<file path="src/rtl/alu_muldiv_sequencer_pkg.sv">
// Shared types and constants for the multiply/divide issue-and-collect sequencer.
package alu_muldiv_sequencer_pkg;

    localparam int unsigned DATA_W          = 32;
    localparam int unsigned HALF_W          = 16;
    localparam int unsigned OP_W            = 2;
    localparam int unsigned MUL_LATENCY_DEF = 18;
    localparam int unsigned DIV_LATENCY_DEF = 30;
    localparam int unsigned CNT_W_DEF       = 6;

    typedef enum logic [OP_W-1:0] {
        OP_MULU = 2'd0,
        OP_MULS = 2'd1,
        OP_DIVU = 2'd2,
        OP_DIVS = 2'd3
    } op_e;

    typedef enum logic [1:0] {
        ST_IDLE   = 2'd0,
        ST_WAIT   = 2'd1,
        ST_FINISH = 2'd2
    } state_e;

    typedef struct packed {
        logic n;
        logic z;
        logic v;
        logic c;
    } flags_t;

    // True for the two divide opcodes.
    function automatic logic op_is_div(input op_e o);
        return (o == OP_DIVU) || (o == OP_DIVS);
    endfunction

endpackage

</file>
<file path="src/rtl/muldiv_result_pack.sv">
// Selects the unit output for the latched op, packs it into 68000 format and
// derives condition codes, including divide-overflow detection.
module muldiv_result_pack
    import alu_muldiv_sequencer_pkg::*;
(
    input  op_e               op,
    input  logic [DATA_W-1:0] operand1,
    input  logic [DATA_W-1:0] divu_quotient,
    input  logic [HALF_W-1:0] divu_remainder,
    input  logic [DATA_W-1:0] divs_quotient,
    input  logic [HALF_W-1:0] divs_remainder,
    input  logic [DATA_W-1:0] mulu_result,
    input  logic [DATA_W-1:0] muls_result,
    output logic [DATA_W-1:0] result_c,
    output flags_t            flags_c
);

    logic [HALF_W-1:0] quot;
    logic [HALF_W-1:0] rem;
    logic              ovf;

    // Result selection, packing and flag generation.
    always_comb begin
        result_c = '0;
        flags_c  = '0;
        quot     = '0;
        rem      = '0;
        ovf      = 1'b0;
        case (op)
            OP_MULU, OP_MULS: begin
                result_c  = (op == OP_MULU) ? mulu_result : muls_result;
                flags_c.n = result_c[DATA_W-1];
                flags_c.z = (result_c == '0);
            end
            default: begin
                if (op == OP_DIVU) begin
                    quot = divu_quotient[HALF_W-1:0];
                    rem  = divu_remainder;
                    ovf  = |divu_quotient[DATA_W-1:HALF_W];
                end else begin
                    // Signed quotient must fit in 16 bits: bits [31:15] all equal.
                    quot = divs_quotient[HALF_W-1:0];
                    rem  = divs_remainder;
                    ovf  = !((&divs_quotient[DATA_W-1:HALF_W-1]) ||
                             !(|divs_quotient[DATA_W-1:HALF_W-1]));
                end
                if (ovf) begin
                    // Destination register is left unchanged on overflow.
                    result_c  = operand1;
                    flags_c.v = 1'b1;
                end else begin
                    result_c  = {rem, quot};
                    flags_c.n = quot[HALF_W-1];
                    flags_c.z = (quot == '0);
                end
            end
        endcase
    end

endmodule

</file>
<file path="src/rtl/alu_muldiv_sequencer.sv">
// Issue-and-collect controller: one MULU/MULS/DIVU/DIVS at a time through the
// pipelined multiply/divide unit, with divide-by-zero trap and overflow flags.
module alu_muldiv_sequencer
    import alu_muldiv_sequencer_pkg::*;
#(
    parameter int unsigned MUL_LATENCY = MUL_LATENCY_DEF,
    parameter int unsigned DIV_LATENCY = DIV_LATENCY_DEF,
    parameter int unsigned CNT_W       = CNT_W_DEF
) (
    input  logic              clock,
    input  logic              reset_n,
    input  logic              start,
    input  logic [OP_W-1:0]   op,
    input  logic [DATA_W-1:0] operand1,
    input  logic [DATA_W-1:0] operand2,
    output logic [DATA_W-1:0] mdu_operand1,
    output logic [DATA_W-1:0] mdu_operand2,
    input  logic [DATA_W-1:0] divu_quotient,
    input  logic [HALF_W-1:0] divu_remainder,
    input  logic [DATA_W-1:0] divs_quotient,
    input  logic [HALF_W-1:0] divs_remainder,
    input  logic [DATA_W-1:0] mulu_result,
    input  logic [DATA_W-1:0] muls_result,
    output logic              busy,
    output logic              done,
    output logic [DATA_W-1:0] result,
    output logic              flag_n,
    output logic              flag_z,
    output logic              flag_v,
    output logic              flag_c,
    output logic              div_by_zero
);

    state_e            state_q;
    state_e            state_d;
    logic [CNT_W-1:0]  cnt_q;
    logic [CNT_W-1:0]  cnt_d;
    logic [CNT_W-1:0]  lat_c;
    op_e               op_q;
    logic [DATA_W-1:0] hold_q;
    logic              dz_q;
    logic              div0_c;
    logic              load_c;
    logic              dz_load_c;
    logic              capture_c;
    logic              busy_d;
    logic [DATA_W-1:0] pack_result_c;
    flags_t            pack_flags_c;

    assign div0_c = op_is_div(op_e'(op)) && (operand2[HALF_W-1:0] == '0);
    assign lat_c  = op_is_div(op_e'(op)) ? CNT_W'(DIV_LATENCY) : CNT_W'(MUL_LATENCY);

    // State register.
    always_ff @(posedge clock or negedge reset_n) begin
        if (!reset_n) begin
            state_q <= ST_IDLE;
        end else begin
            state_q <= state_d;
        end
    end

    // Next state and latency counter; FINISH accepts a new request like IDLE.
    always_comb begin
        state_d = state_q;
        cnt_d   = cnt_q;
        case (state_q)
            ST_WAIT: begin
                cnt_d = cnt_q - CNT_W'(1);
                if (cnt_q == CNT_W'(1)) begin
                    state_d = ST_FINISH;
                end
            end
            ST_IDLE, ST_FINISH: begin
                state_d = ST_IDLE;
                if (start) begin
                    if (div0_c) begin
                        state_d = ST_FINISH;
                    end else begin
                        state_d = ST_WAIT;
                        cnt_d   = lat_c;
                    end
                end
            end
            default: state_d = ST_IDLE;
        endcase
    end

    // Control strobes for the datapath registers.
    always_comb begin
        load_c    = 1'b0;
        dz_load_c = 1'b0;
        capture_c = 1'b0;
        busy_d    = 1'b0;
        case (state_q)
            ST_WAIT: busy_d = 1'b1;
            ST_IDLE, ST_FINISH: begin
                capture_c = (state_q == ST_FINISH);
                if (start) begin
                    busy_d    = 1'b1;
                    load_c    = !div0_c;
                    dz_load_c = div0_c;
                end
            end
            default: ;
        endcase
    end

    muldiv_result_pack u_pack (
        .op             (op_q),
        .operand1       (mdu_operand1),
        .divu_quotient  (divu_quotient),
        .divu_remainder (divu_remainder),
        .divs_quotient  (divs_quotient),
        .divs_remainder (divs_remainder),
        .mulu_result    (mulu_result),
        .muls_result    (muls_result),
        .result_c       (pack_result_c),
        .flags_c        (pack_flags_c)
    );

    // Datapath registers: operand freeze, counter, result and status outputs.
    always_ff @(posedge clock or negedge reset_n) begin
        if (!reset_n) begin
            cnt_q        <= '0;
            op_q         <= OP_MULU;
            mdu_operand1 <= '0;
            mdu_operand2 <= '0;
            hold_q       <= '0;
            dz_q         <= 1'b0;
            busy         <= 1'b0;
            done         <= 1'b0;
            div_by_zero  <= 1'b0;
            result       <= '0;
            flag_n       <= 1'b0;
            flag_z       <= 1'b0;
            flag_v       <= 1'b0;
            flag_c       <= 1'b0;
        end else begin
            cnt_q       <= cnt_d;
            busy        <= busy_d;
            done        <= capture_c;
            div_by_zero <= capture_c && dz_q;
            if (load_c) begin
                op_q         <= op_e'(op);
                mdu_operand1 <= operand1;
                mdu_operand2 <= operand2;
                dz_q         <= 1'b0;
            end
            // Divide-by-zero keeps the unit operands untouched.
            if (dz_load_c) begin
                hold_q <= operand1;
                dz_q   <= 1'b1;
            end
            if (capture_c) begin
                if (dz_q) begin
                    result <= hold_q;
                    flag_n <= 1'b0;
                    flag_z <= 1'b0;
                    flag_v <= 1'b0;
                    flag_c <= 1'b0;
                end else begin
                    result <= pack_result_c;
                    flag_n <= pack_flags_c.n;
                    flag_z <= pack_flags_c.z;
                    flag_v <= pack_flags_c.v;
                    flag_c <= pack_flags_c.c;
                end
            end
        end
    end

endmodule

</file>
<file path="config.mk">
export PLATFORM = sky130hd
export DESIGN_NAME = alu_muldiv_sequencer
export DESIGN_NICKNAME = d
export VERILOG_FILES = /design/src/rtl/alu_muldiv_sequencer_pkg.sv /design/src/rtl/muldiv_result_pack.sv /design/src/rtl/alu_muldiv_sequencer.sv
export SDC_FILE = /design/constraint.sdc
export NUM_CORES = 1
export LEC_CHECK = 0
export CAP_MARGIN = 25
export CELL_PAD_IN_SITES_DETAIL_PLACEMENT = 1
export CELL_PAD_IN_SITES_GLOBAL_PLACEMENT = 1
export CORE_MARGIN = 4
export CORE_UTILIZATION = 29
export DETAILED_ROUTE_END_ITERATION = 16
export GPL_ROUTABILITY_DRIVEN = 0
export HOLD_SLACK_MARGIN = 0.02
export PLACE_DENSITY = 0.88
export SYNTH_ARGS = -nofsm -noshare
export SYNTH_HDL_FRONTEND = slang
export SYNTH_HIERARCHICAL = 1
export SYNTH_SLANG_ARGS = --single-unit
</file>
<file path="constraint.sdc">
create_clock -name clock -period 2.5 [get_ports clock]
set_input_delay 0.5 -clock clock [delete_from_list [all_inputs] [get_ports clock]]
set_output_delay 0.5 -clock clock [all_outputs]
set_load 0.03 [all_outputs]
</file>
==> results of run 1 <==
[worst max-delay path by stage]
stage / from / end / slack [ns] / cells after the start
after floorplan: divu_quotient[25] / result[0]$_DFFE_PN0P_ / 0.12 / 9
after global placement: divs_quotient[17] / result[1]$_DFFE_PN0P_ / -0.43 / 9
after detailed placement: divu_quotient[21] / result[11]$_DFFE_PN0P_ / -0.51 / 9
after CTS: divs_quotient[17] / result[20]$_DFFE_PN0P_ / 0.002 / 9
after global routing: op_q[0]$_DFFE_PN0P_ / result[25]$_DFFE_PN0P_ / -0.10 / 9
final: divs_quotient[28] / result[25]$_DFFE_PN0P_ / -0.01 / 8
[logic make-up after synthesis]
group	share of synthesized area, %
xor gates and xnor gates	0.584
DFF	48.7
muxes	26.2
other	0.0500
adders and majority gates	0.334
AOI/OAI and AO/OA	10.0
buffers and inverters	3.74
and+or+nand+nor	10.3
[flip-flops by register name, summed over array words and instances, names as in the netlist]
name	flops
dz_q	1
flag_n	1
flag_c	1
flag_v	1
cnt_q	6
mdu_operand1	32
state_q	2
op_q	2
flag_z	1
hold_q	32
busy	1
mdu_operand2	32
done	1
result	32
div_by_zero	1
[critical path: stages]
cell	delay, ns
clkdlybuf4s50_1	0.47
or4_4	0.57
o22a_1	0.23
and3_4	0.28
clkbuf_16	0.19
a221o_1	0.33
mux2i_1	0.15
o21ai_1	0.08
[layout make-up]
class | instances | area, um2
Multi-Input combinational cell | 442 | 3640
Clock buffer | 22 | 474
Fill cell | 2665 | 13000
Timing Repair Buffer | 381 | 3960
Inverter | 6 | 22.5
Clock inverter | 10 | 124
Sequential cell | 146 | 3660
Tap cell | 330 | 413
[cell usage after synthesis, types with 2 or more instances]
master / instances / area (um2)
nand3_1: 4 / 20.0
a22o_1: 16 / 140
xnor2_1: 4 / 35.0
buf_2: 8 / 40.0
nand2b_1: 5 / 31.3
a21oi_1: 4 / 20.0
nor4b_1: 2 / 17.5
buf_6: 7 / 78.8
mux2_2: 111 / 1250
nor4_1: 32 / 200
buf_4: 7 / 52.6
o21ai_0: 38 / 190
nor2_1: 35 / 131
a221o_1: 29 / 290
clkbuf_1: 22 / 82.6
a211oi_1: 2 / 15.0
mux2i_1: 65 / 651
nand4_1: 9 / 56.3
mux2_1: 4 / 45.0
inv_1: 6 / 22.5
nor2b_1: 3 / 18.8
dfrtp_1: 146 / 3650
ha_1: 2 / 25.0
and3_1: 2 / 12.5
nand2_1: 49 / 184
or4_1: 3 / 22.5
[timing repair]
action	in CTS	in global routing
setup endpoints to repair	32	33
hold buffers	1	0
hold endpoints to repair	16	0
pin swaps	0	37
resized for setup	3	54
cloned	0	4
[power breakdown]
part | internal [uW] | switching, uW | total, uW
sequential | 3120 | 584 | 3710
clock | 1560 | 1030 | 2590
combinational | 3210 | 3480 | 6690
[metrics by stage]
| step | setup TNS (ns) | instances |
|---|---|---|
| after floorplan | 0 | 639 |
| after global placement | -19.81 | 1300 |
| after detailed placement | -23.03 | 1300 |
| after CTS | 0 | 1333 |
| after global routing | -1.59 | 1337 |
| final | -0.0231 | 1337 |
[metal layers]
layer,global-route usage [%],up-vias,wire (um)
li1,-,3099,-
met1,25.3,3439,12200
met2,37.0,253,15900
met3,5.39,26,2080
met4,4.59,0,476
met5,0,-,0
==> flow_summary.toml, run 1 <==
[status]
status = "finished with violations"
violations = "setup timing"

[setup_path]
r2r-start = "op_q[0]$_DFFE_PN0P_"
cp_data_arrival_time_ns = 2.80
r2r_setup_slack_ns = 0.02
critPathLaunchType = "input pin"
crit_required_ns = 2.78
path_class = "input pin to register"
r2r_cells = 8
path_max_fanout = 7
end_kind = "register"
r2r_end = "result[25]$_DFFE_PN0P_"

[logic_synthesis]
netlist_area_um2 = 7500
yosys_warnings = 6
synthCells = 639
ys_ff_latch = 146
synth-main-ff-cell = "dfrtp_1"
synth_edf_count = 0
synth-seq-area-share_pct = 48.7
syn_nets = 870
yosysUniqueCellTypes = 50
synth.avg_cell_area_um2 = 11.7
async_flop_share_pct = 100

[clock_network]
postCtsSetupBuffers = 0
clk_pin_slew_ns = 0.06
cts_sinks = 146
clock_path_buffers = 2
tritoncts.num_buffers = 17
htreeDepth = 4
clk_latency_ns = 0.41
cts_tree = "built"
cts_root_buffer = "clkbuf_16"

[global_routing]
grt_pass1_vias = 7757
grt_first_pass_wirelength_mm = 46.0
grt_usage_pct = 20.8
grt_max_degree = 55
antenna_found_initial = 0
gr-total-overflow = 0

[timing]
clock_skew_ns = 0.0106
finalMaxSlewViolations = 0
worst_slew_margin_rel_pct = 64.3
hold_violations = 0
rsz0062_at_grt = "true"
setup_viol = 2
fmax_mhz = 398
holdWs_ns = 0.487
setup_ws_ns = -0.0126
worst_pin_slew_ns = 0.531
fin_crit_sh_pct = 101
final.min_clock_period_ns = 2.51

[floorplan]
core_um2 = 25300
start_util_pct = 29.6
fp.dieW_um = 169
die_h_um = 169
die_area_um2 = 28500
pin_count = 332
rows = 58

[drt]
initialDrtViolationCount = 342
drt-total-wl_mm = 30.6
first_pass_iters = 4
remaining_drc_errors = 0
num_vias = 6817
wl_per_cell_um = 22.9
ant_nets = 0
viasPerCell = 5.10

[layout]
mostFrequentLayoutCells = "307 x clkdlybuf4s50_1, 143 x dfrtp_1, 111 x mux2_2"
nets = 1225
finalInstanceArea_um2 = 12300
antenna_cells = 0
layout-drive-gt1-share_pct = 21.0
fin_util_pct = 48.5
final_common_cell = "clkdlybuf4s50_1"
area_delta_synth_final_pct = 63.9

[pwr]
power_uw = 13000
p_per_area_nw_per_um2 = 1060
leakage_uw = 0.00532
vdd_drop_max_mv = 0.617

[worst_hold_path]
worstHoldStart = "result[31]$_DFFE_PN0P_"
min_path_cells = 2
min_path_type = "register to register"
holdPathEnd = "result[31]$_DFFE_PN0P_"

[place]
place_area_um2 = 11500
hpwlAfterDp_mm = 23.7
io_buffers = 331
post-place-ws_ns = -0.507

[run]
drv_cap = 0
(Power assumes the default switching activity.)
==> run 2, diff against run 1 <==
CORE_MARGIN = 2   (was 4)
clock period = 2.3 ns   (was 2.5 ns; I/O delays follow)
==> run 2 against run 1 <==
- register-to-register slack worse by 0.12 ns
- critical path depth increased by 3
- largest cell class unchanged
- sequential power grew 9.4%
- clock power rose by 12%
- core utilization is 0.49 points higher
- the flow still finishes with violations (setup timing)
- sequential cell count stayed put
==> flow_summary.toml, run 2 (synthesis gave the netlist of run 1 again) <==
[drt]
initialDrtViolationCount = 312
ant_nets = 0
wl_per_cell_um = 22.7
met2_length_mm = 15.7
wl_met1_mm = 12.2
num_vias = 6936
dr_wl_met3_mm = 2.17
viasPerCell = 5.11
first_pass_iters = 4
drt-total-wl_mm = 30.9
remaining_drc_errors = 0
top_layer = "met4"

[setup_path]
r2r_end = "result[5]$_DFFE_PN0P_"
critical_path.endpoint = "result[5]$_DFFE_PN0P_"
crit_required_ns = 2.64
path_cells = "clkdlybuf4s50_1 > nor4_4 > nand4_1 > or4_4 > buf_6 > a21boi_4 > buf_4 > clkbuf_16 > a221o_1 > mux2i_1 > o21ai_1"
path_max_fanout = 7
r2r_cells = 10
startpoint = "divu_quotient[16]"
slowest_delay_ns = 0.48
end_kind = "register"
r2r_setup_slack_ns = -0.10
path_class = "input pin to register"
critPathLaunchType = "input pin"
cp_data_arrival_time_ns = 2.79
r2r-start = "op_q[0]$_DFFE_PN0P_"
critical_path.slowest_cell = "or4_4"

[pwr]
vdd_drop_max_mv = 0.535
p_per_area_nw_per_um2 = 1140
switching_share_pct = 39.7
clkPwrFrac_pct = 20.5
switchingPower_uw = 5570
p_seq_share_pct = 28.9
leakage_uw = 0.00526
pwr-share-comb_pct = 50.6
internal_power_uw = 8480

[clock_network]
cts_root_buffer = "clkbuf_16"
tritoncts.num_buffers = 17
htreeDepth = 4
clock_path_buffers = 2
cts_tree = "built"
clk_latency_ns = 0.42
clk_pin_slew_ns = 0.07
cts_sinks = 146

[status]
violations = "setup timing"
status = "finished with violations"

[timing]
rsz0062_at_grt = "true"
setup_viol = 34
hold_violations = 0
worst_slew_margin_rel_pct = 59.3
setup_ws_ns = -0.143
holdWs_ns = 0.487
fmax_mhz = 409
clock_skew_ns = 0.0128
finalMaxSlewViolations = 0
worst_pin_slew_ns = 0.605
final.min_clock_period_ns = 2.44
fin_crit_sh_pct = 106

[floorplan]
die_h_um = 165
pin_count = 332
core_um2 = 25300
fp.dieW_um = 165
rows = 58
start_util_pct = 29.7
die_area_um2 = 27200

[layout]
area_delta_synth_final_pct = 65.0
nets = 1244
final_common_cell = "clkdlybuf4s50_1"
finalInstanceArea_um2 = 12400
mostFrequentLayoutCells = "315 x clkdlybuf4s50_1, 143 x dfrtp_1, 111 x mux2_2"
layout-drive-gt1-share_pct = 22.6

[global_routing]
grt_max_degree = 45
gr-total-overflow = 0
antenna_found_initial = 3
grt_usage_pct = 22.7
grt_first_pass_wirelength_mm = 46.1
grt_pass1_vias = 7745

[run]
drv_cap = 0

[place]
io_buffers = 331
place_area_um2 = 11600
hpwlAfterDp_mm = 23.4

[worst_hold_path]
min_path_type = "register to register"
-- run 2: cell count changes in the layout (fill, tap and decap cells not counted), moves of 3 or more --
cell | previous run | this run
clkinvlp_4 | 5 | 0
buf_6 | 2 | 6
o21ai_1 | 25 | 31
dlymetal6s2s_1 | 23 | 4
clkdlybuf4s50_1 | 307 | 315
clkinv_4 | 1 | 5
o21ai_0 | 13 | 6
dlygate4sd2_1 | 0 | 11
buf_12 | 12 | 9
buf_4 | 33 | 49
-- run 2: layout make-up --
class	instances	area, um2
Multi-Input combinational cell	444	3670
Sequential cell	146	3660
Inverter	6	22.5
Antenna cell	2	5.00
Clock buffer	20	467
Clock inverter	12	144
Tap cell	330	413
Timing Repair Buffer	398	3990
Fill cell	2701	12900
-- run 2: how the worst min path moves through the flow --
stage                           startpoint                endpoint  cells after the start  slack (ns)
floorplan                          reset_n          busy$_DFF_PN0_                      0        0.16
detailed placement                 reset_n          busy$_DFF_PN0_                      1        0.45
global route         result[9]$_DFFE_PN0P_   result[9]$_DFFE_PN0P_                      2        0.51
finish              result[18]$_DFFE_PN0P_  result[18]$_DFFE_PN0P_                      2        0.49
CTS                 result[18]$_DFFE_PN0P_  result[18]$_DFFE_PN0P_                      2        0.49
global placement                   reset_n  hold_q[24]$_DFFE_PN0P_                      1        0.43
-- run 2: through the flow --
| stage | setup TNS [ns] | instances | setup WS (ns) | util [%] | total power (uW) |
|---|---|---|---|---|---|
| after floorplan | -0.437 | 639 | -0.0214 | - | 8050 |
| after global placement | -48.91 | 1310 | -0.581 | 45.7 | 10800 |
| after detailed placement | -52.36 | 1310 | -0.623 | 45.7 | 11100 |
| after CTS | -0.924 | 1352 | -0.0750 | 48.7 | 14200 |
| after global routing | -4.85 | 1358 | -0.210 | 49.0 | 14700 |
| final | -3.29 | 1358 | -0.143 | 49.0 | 14000 |
-- run 2: repair_timing --
item,CTS,global route
pin swaps,12,13
setup buffers,6,4
resized for setup,20,14
hold buffers,1,0
endpoints found under the hold margin,30,0
setup endpoints to repair,34,56
gates cloned,3,1
-- run 2: critical path: cells and delay by family --
family,cells,cell delay [ns]
buf+inv,4,0.92
compound gates,3,0.50
simple gates,3,0.84
mux,1,0.06
-- run 2: routing by layer --
metal | track usage (%) | up-vias
met5 | 0 | -
met4 | 7.19 | 0
met3 | 5.58 | 48
met2 | 40.7 | 273
met1 | 26.6 | 3466
li1 | - | 3149
-- run 2: power groups by stage --
| stage | clock (uW) | combinational, uW | sequential, uW |
|---|---|---|---|
| 5_1_grt | 3080 | 7510 | 4150 |
| 2_1_floorplan | 0 | 2710 | 5340 |
| 6_report | 2890 | 7100 | 4060 |
| 3_5_place_dp | 0 | 7000 | 4090 |
| 4_1_cts | 2960 | 7140 | 4060 |
| 3_3_place_gp | 0 | 6820 | 4010 |
